$ cat config.mk
export PLATFORM = sky130hd
export DESIGN_NAME = aes_byte_sequencer_flat
export DESIGN_NICKNAME = d
export VERILOG_FILES = /design/src/rtl/aes_byte_sequencer_if.sv /design/src/rtl/aes_byte_sequencer.sv /design/src/flat_wrapper.sv
export SDC_FILE = /design/constraint.sdc
export NUM_CORES = 1
export LEC_CHECK = 0
export BUFFER_PORTS_ARGS = -buffer_cell sky130_fd_sc_hd__buf_4
export CAP_MARGIN = 15
export CORE_MARGIN = 4
export CORE_UTILIZATION = 51
export DETAILED_ROUTE_END_ITERATION = 8
export GPL_ROUTABILITY_DRIVEN = 0
export GPL_TIMING_DRIVEN = 0
export PLACE_DENSITY = 0.76
export RECOVER_POWER = 25
export SYNTH_ARGS = -nofsm -noshare
export SYNTH_HDL_FRONTEND = slang
export SYNTH_SLANG_ARGS = --single-unit
$ cat constraint.sdc
create_clock -name clk -period 2.4 [get_ports clk]
set_input_delay 0.48 -clock clk [delete_from_list [all_inputs] [get_ports clk]]
set_output_delay 0.48 -clock clk [all_outputs]
set_load 0.02 [all_outputs]
$ cat src/rtl/aes_byte_sequencer_if.sv
// Request/response bus between the AHB register file (master) and the
// AES byte sequencer (slave).
interface aes_byte_sequencer_if;
  logic         req_valid;
  logic         req_ready;
  logic [127:0] req_key;
  logic [127:0] req_data;
  logic         resp_valid;
  logic         resp_ready;
  logic [127:0] resp_data;
  logic         resp_err;

  modport master (
    output req_valid, req_key, req_data, resp_ready,
    input  req_ready, resp_valid, resp_data, resp_err
  );

  modport slave (
    input  req_valid, req_key, req_data, resp_ready,
    output req_ready, resp_valid, resp_data, resp_err
  );
endinterface

$ cat src/rtl/aes_byte_sequencer.sv
// Sequences the 8-bit-path AES-128 core: resets it, streams key/data bytes
// MSB first, collects 16 ciphertext bytes and returns them with error status.
module aes_byte_sequencer #(
  parameter int unsigned CORE_RST_CYCLES = 1,
  parameter int unsigned TIMEOUT_CYCLES  = 512,
  parameter int unsigned TO_W            = 10
) (
  input  logic                       clk,
  input  logic                       rst,
  aes_byte_sequencer_if.slave        bus,
  output logic                       busy,
  output logic                       core_rst,
  output logic [7:0]                 core_key_in,
  output logic [7:0]                 core_d_in,
  input  logic [7:0]                 core_d_out,
  input  logic                       core_d_vld,
  input  logic                       core_done
);

  typedef enum logic [2:0] {
    S_IDLE, S_CRST, S_LOAD, S_WAIT, S_CAPT, S_DONEW, S_RESP
  } state_t;

  state_t          state_q, state_d;
  logic [127:0]    key_q, data_q, res_q;
  logic [3:0]      rst_cnt_q;
  logic [3:0]      idx_q;
  logic [4:0]      cap_cnt_q;
  logic [TO_W-1:0] to_cnt_q;
  logic            err_q, err_d;
  logic            accept, shift_en, timeout, last_byte;

  always_comb begin
    state_d   = state_q;
    err_d     = err_q;
    accept    = bus.req_valid && bus.req_ready;
    shift_en  = ((state_q == S_WAIT) || (state_q == S_CAPT)) && core_d_vld;
    timeout   = (to_cnt_q == TO_W'(TIMEOUT_CYCLES - 1));
    last_byte = core_d_vld && (cap_cnt_q == 5'd15);

    case (state_q)
      S_IDLE:  if (accept) state_d = S_CRST;
      S_CRST:  if (rst_cnt_q == 4'(CORE_RST_CYCLES - 1)) state_d = S_LOAD;
      S_LOAD:  if (idx_q == 4'd15) state_d = S_WAIT;
      S_WAIT: begin
        if (core_done || timeout) begin
          state_d = S_RESP;
          err_d   = 1'b1;
        end else if (core_d_vld) begin
          state_d = S_CAPT;
        end
      end
      S_CAPT: begin
        // core_done wins over timeout; it is only good if this edge completes 16 bytes
        if (core_done) begin
          state_d = S_RESP;
          err_d   = !last_byte;
        end else if (timeout || !core_d_vld) begin
          state_d = S_RESP;
          err_d   = 1'b1;
        end else if (last_byte) begin
          state_d = S_DONEW;
        end
      end
      S_DONEW: begin
        if (core_done) begin
          state_d = S_RESP;
          err_d   = 1'b0;
        end else if (timeout) begin
          state_d = S_RESP;
          err_d   = 1'b1;
        end
      end
      S_RESP:  if (bus.resp_ready) state_d = S_IDLE;
      default: state_d = S_IDLE;
    endcase
  end

  always_ff @(posedge clk) begin
    if (rst) begin
      state_q   <= S_IDLE;
      err_q     <= 1'b0;
      key_q     <= '0;
      data_q    <= '0;
      res_q     <= '0;
      rst_cnt_q <= '0;
      idx_q     <= '0;
      cap_cnt_q <= '0;
      to_cnt_q  <= '0;
    end else begin
      state_q <= state_d;
      err_q   <= err_d;

      if (accept) begin
        key_q     <= bus.req_key;
        data_q    <= bus.req_data;
        res_q     <= '0;
        cap_cnt_q <= '0;
      end

      if (state_q == S_CRST)
        rst_cnt_q <= (state_d == S_LOAD) ? '0 : rst_cnt_q + 4'd1;

      // Key/data shift left so the byte for the current index is always on top
      if (state_q == S_LOAD) begin
        idx_q  <= idx_q + 4'd1;
        key_q  <= {key_q[119:0], 8'h00};
        data_q <= {data_q[119:0], 8'h00};
      end

      if (state_q == S_LOAD)
        to_cnt_q <= '0;
      else if ((state_q == S_WAIT) || (state_q == S_CAPT) || (state_q == S_DONEW))
        to_cnt_q <= to_cnt_q + 1'b1;

      if (shift_en) begin
        res_q     <= {res_q[119:0], core_d_out};
        cap_cnt_q <= cap_cnt_q + 5'd1;
      end
    end
  end

  always_comb begin
    bus.req_ready  = (state_q == S_IDLE) && !rst;
    bus.resp_valid = (state_q == S_RESP);
    bus.resp_err   = (state_q == S_RESP) && err_q;
    bus.resp_data  = ((state_q == S_RESP) && !err_q) ? res_q : '0;
    busy           = (state_q != S_IDLE);
    core_rst       = (state_q == S_IDLE) || (state_q == S_CRST) || (state_q == S_RESP);
    core_key_in    = (state_q == S_LOAD) ? key_q[127:120]  : 8'h00;
    core_d_in      = (state_q == S_LOAD) ? data_q[127:120] : 8'h00;
  end

endmodule

$ cat src/flat_wrapper.sv
// flat-port wrapper written by rule: the top's interface ports become plain ports
module aes_byte_sequencer_flat 
#(
  parameter int unsigned CORE_RST_CYCLES = 1,
  parameter int unsigned TIMEOUT_CYCLES  = 512,
  parameter int unsigned TO_W            = 10
)
  (clk, rst, busy, core_rst, core_key_in, core_d_in, core_d_out, core_d_vld, core_done, bus_req_valid, bus_req_key, bus_req_data, bus_resp_ready, bus_req_ready, bus_resp_valid, bus_resp_data, bus_resp_err);
  aes_byte_sequencer_if bus_i ();
  input  logic clk;
  input  logic rst;
  output logic busy;
  output logic core_rst;
  output logic [7:0] core_key_in;
  output logic [7:0] core_d_in;
  input  logic [7:0] core_d_out;
  input  logic core_d_vld;
  input  logic core_done;
  input wire logic [$bits(bus_i.req_valid)-1:0] bus_req_valid;
  input wire logic [$bits(bus_i.req_key)-1:0] bus_req_key;
  input wire logic [$bits(bus_i.req_data)-1:0] bus_req_data;
  input wire logic [$bits(bus_i.resp_ready)-1:0] bus_resp_ready;
  output wire logic [$bits(bus_i.req_ready)-1:0] bus_req_ready;
  output wire logic [$bits(bus_i.resp_valid)-1:0] bus_resp_valid;
  output wire logic [$bits(bus_i.resp_data)-1:0] bus_resp_data;
  output wire logic [$bits(bus_i.resp_err)-1:0] bus_resp_err;
  assign bus_i.req_valid = bus_req_valid;
  assign bus_i.req_key = bus_req_key;
  assign bus_i.req_data = bus_req_data;
  assign bus_i.resp_ready = bus_resp_ready;
  assign bus_req_ready = bus_i.req_ready;
  assign bus_resp_valid = bus_i.resp_valid;
  assign bus_resp_data = bus_i.resp_data;
  assign bus_resp_err = bus_i.resp_err;
  aes_byte_sequencer #(.CORE_RST_CYCLES(CORE_RST_CYCLES), .TIMEOUT_CYCLES(TIMEOUT_CYCLES), .TO_W(TO_W)) u_core (.clk(clk), .rst(rst), .bus(bus_i), .busy(busy), .core_rst(core_rst), .core_key_in(core_key_in), .core_d_in(core_d_in), .core_d_out(core_d_out), .core_d_vld(core_d_vld), .core_done(core_done));
endmodule
## After elaboration in Yosys (flattened, before gate mapping)

Index checks and enable logic that the tools add are counted.

- $add $sub $neg: 4
- Eq/ne operators: 13
- Multiplexer cells: 30
- Reduce and logical (&&, ||, !) cells: 24

Operators by type and width:

| operator | number |
|---|---|
| 128-bit 2-to-1 mux | 7 |
| 3-bit 2-to-1 mux | 11 |
| 3-bit case mux with 7 select lines | 1 |
| 8-bit 2-to-1 mux | 2 |
| 10-bit by 1-bit adder with 10-bit output (second input constant) | 1 |
| 10-bit by 9-bit equality test with 1-bit output (second input constant) | 1 |
| 5-bit 2-to-1 mux | 2 |
| 3-bit by 2-bit equality test with 1-bit output (second input constant) | 3 |
| 3-bit equality test (second input constant) | 3 |
| 4-bit by 1-bit adder with 4-bit output (second input constant) | 2 |
| 1-bit logical AND | 6 |
| 1-bit logical OR | 6 |
| 3-bit nonzero test | 2 |
| 5-bit by 1-bit adder with 5-bit output (second input constant) | 1 |
| 5-bit by 4-bit equality test with 1-bit output (second input constant) | 1 |
| 1-bit 2-to-1 mux | 5 |
| 4-bit equality test (second input constant) | 1 |
| 1-bit zero test | 4 |
| 4-bit zero test | 1 |
| 4-bit 2-to-1 mux | 1 |
| 4-bit AND reduction | 1 |
| 2-bit nonzero test | 2 |
| 3-bit by 1-bit equality test with 1-bit output (second input constant) | 1 |
| 3-bit zero test | 1 |
| other kinds (5) | 5 |

- Register bits: 411
- Word-level logic and storage cells: 82

## Longest topological paths before layout

- Word-level depth: 8
- Gate-level depth with buffers: 9

## Least setup slack after synthesis

Ideal clock, no wire load.

- Path type: register -> output
- Start point: register u_core.state_q[0]
- End point: output bus_resp_data[100]
- Data arrival time: 1.577 ns
- Data required time: 1.920 ns
- Path slack: 0.343 ns
- Cell stages (with the launch flop): 7
- Path buffers: 3
- Cells stage by stage: dfxtp_1 clkbuf_1 nand3b_1 nor2_1 clkbuf_1 clkbuf_1 and2_1

- Cells in the longest elaborated chain, start to end: 3

RTL lines:

| element | RTL line | text |
|---|---|---|
| start, declared | aes_byte_sequencer.sv:24 | `state_t state_q, state_d;` |
| start signal, assigned | aes_byte_sequencer.sv:91 | `state_q <= state_d;` |
| 3-bit equality test | aes_byte_sequencer.sv:127 | `bus.resp_data = ((state_q == S_RESP) && !err_q) ? res_q : '0;` |
| 1-bit logical AND | aes_byte_sequencer.sv:127 |  |
| 128-bit 2-to-1 mux | aes_byte_sequencer.sv:127 |  |
| end, declared | flat_wrapper.sv:25 | `output wire logic [$bits(bus_i.resp_data)-1:0] bus_resp_data;` |

Every way passes these cells.

## Worst setup path after layout

- Start point: register u_core.state_q[0]
- End point: output bus_resp_data[72]

Same word-level chain as after synthesis.

==> results.txt <==
status: finished, violations left
failing checks: setup timing
crit end category: primary output
f_max: 375 MHz
CTS tree: done
Pwr Density: 652 nW/um^2
worst-path fanout max: 6
largest net degree at the start of global routing: 19
drc violations: 0
clk buf depth: 3
Final Skew: 0.0158 ns
mean area per synthesized cell: 7.85 um^2
P_leak: 9.80 nW
Final period util: 1.11
Syn Inst Count: 2,311
Root Buffer: clkbuf_16
Multi-input gate area: 9180 um^2
Slew headroom: 0.526
Setup crit start kind: register
First DRT Iteration DRCs: 1,359
worst skew pair latency: 0.54 ns
Final TNS setup: -27.01 ns
Tot GR Track Use: 0.296
core area: 34,800 um^2
DRT Wirelength: 62.2 mm
layout cells sized above 1: 0.269
Slew Limit Fails: 0
Worst Hold Margin: 0.191 ns
DRT Pass-1 Iters: 5
total gr overflow: 0
most frequent cells in the layout: nand2_1 (650), dfxtp_1 (408), buf_4 (326)
Die Ht: 197 um
Req. time, crit path: 1.92 ns
worst setup margin: -0.266 ns
initial core utilization: 0.521
ys flop type: dfxtp_1
Post-Place Cells: 3,182
FFs w/ async S/R, synth: 0
CTS Hold Buffers Added: 0
final setup vio count: 144
RSZ-0062 raised after global routing: yes
Post-Syn Area: 18,100 um^2
hold path cells: 2
Die ar.: 38,700 um^2
Crit Path Class: register to primary output
Synth Register Bits: 411
CTS Buf Count: 43
vias: 18,700
final cell count without fillers: 3,279
initial antenna violation count: 2
min Tclk post-route: 2.67 ns
Vias/cell: 5.72
mean routed wirelength per cell: 19.0 um
register area: 8240 um^2
first-pass GRT wire length: 94.7 mm
Power, Total: 0.0159 W
Worst Max-Slew Pin Slew: 0.712 ns
Syn-to-layout area delta: 34.7%
Worst Hold Class: input port to register
Worst EP arrival: 2.19 ns
Seq/Total Area, Yosys: 0.453
Worst-path clk slew: 0.06 ns
Post-Syn Nets: 2,587
most common cell after layout, fill and taps aside: nand2_1
Clock Sinks: 411
max-cap violation count: 0
dpl hpwl: 44.3 mm
Post-Place Worst Slack: -0.345 ns
Peak VDD IR: 0.590 mV
vias in the first global route: 18,300
port buffer count: 416
Yosys cell types: 45
CTS H-Tree Depth: 2
Fin. Hold Viols: 0
# IOs: 419
Die Wd: 197 um
fillers: 2,738
post-route antenna net violation count: 0
yosys warns: 0
Post-synth EDFFs: 0
fin nets: 3,073
R2R cell count: 8
std cell rows: 68
[power breakdown]
part	switching, W	leakage (nW)	internal (W)
combinational	0.00113	5.79	0.000842
sequential	0.000260	3.35	0.00725
clock	0.00267	0.659	0.00378
total	0.00406	9.80	0.0119
[cells by family after synthesis]
logic type / share of synthesized area
adders and majority gates: 0.00414
xor gates and xnor gates: 0.00531
muxes: 0.000552
and+or+nand+nor: 0.292
DFF: 0.453
AOI/OAI and AO/OA: 0.187
buffers and inverters: 0.0575
[state kept, by name, summed over array words and instances, names as in the netlist]
name	flops
u_core.res_q	128
u_core.to_cnt_q	10
u_core.data_q	128
u_core.err_q	1
u_core.key_q	128
u_core.state_q	3
u_core.cap_cnt_q	5
u_core.idx_q	4
u_core.rst_cnt_q	4
[path summary, 6_finish.rpt]
| path | start | to | slack, ns |
|---|---|---|---|
| max | u_core.state_q[0]$_SDFF_PP0_ | bus_resp_data[72] | -0.27 |
| min reg2reg | u_core.key_q[5]$_SDFFE_PP0N_ | u_core.key_q[5]$_SDFFE_PP0N_ | 0.46 |
| max reg2reg | u_core.state_q[2]$_SDFF_PP0_ | u_core.res_q[95]$_SDFFE_PP0P_ | 0.05 |
| min | core_done | u_core.err_q$_SDFFE_PP0P_ | 0.19 |
[cell usage after synthesis (2+ instances only)]
cell type	instances	share of area
nor4_1	2	0.00069
dfxtp_1	411	0.45
a311oi_1	185	0.089
o2bb2ai_1	2	0.00097
buf_2	36	0.0099
o21ai_0	6	0.0017
nand3_1	134	0.037
buf_6	12	0.0074
buf_1	10	0.0021
nor2_1	270	0.056
a21o_1	2	0.00083
nor3b_1	5	0.0021
a21oi_1	156	0.043
buf_4	14	0.0058
inv_1	6	0.0012
xnor2_1	2	0.00097
a311oi_2	56	0.046
clkbuf_1	150	0.031
and3_1	4	0.0014
nand4_1	7	0.0024
or3_1	3	0.0010
and2_1	146	0.050
o21a_1	4	0.0017
ha_1	6	0.0041
xor2_1	9	0.0043
nand3b_1	3	0.0012
nor3_1	2	0.00055
nand2_1	651	0.13
[what timing repair did]
action                                  CTS  global route
pin swaps                                 9            16
gates cloned                             10             4
gates resized for setup                 231            93
endpoints found under the setup margin  145           372
buffers inserted                          5             7
[layer usage]
metal	track usage	vias up	wire length (um)
met5	0	-	20
met4	0.114	2	2530
met3	0.0530	161	4560
met2	0.497	811	29600
met1	0.382	8888	25500
li1	-	8879	-
[layout make-up]
type,count,share of cell area
antenna,1,0.000102
buffer,221,0.0491
clock buffer,69,0.0547
clock inverter,2,0.000512
inverter,6,0.000921
multi-input combinational,1672,0.376
sequential,411,0.337
tap,455,0.0233
timing repair buffer,442,0.159
[per-stage QoR]
step	instance area, um^2	util
after floorplan	18100	-
after global placement	21800	0.627
after detailed placement	21800	0.627
after CTS	24100	0.692
after global routing	24400	0.702
final	24400	0.702
[worst max-delay path: stages (launching register included)]
cell,delay (ns)
dfxtp_4,0.35
buf_8,0.11
nand3b_1,0.25
nor2_4,0.20
buf_12,0.15
clkbuf_16,0.18
clkbuf_16,0.15
and2_4,0.15
buf_6,0.11
No activity file was read; power rests on OpenSTA's default activity.
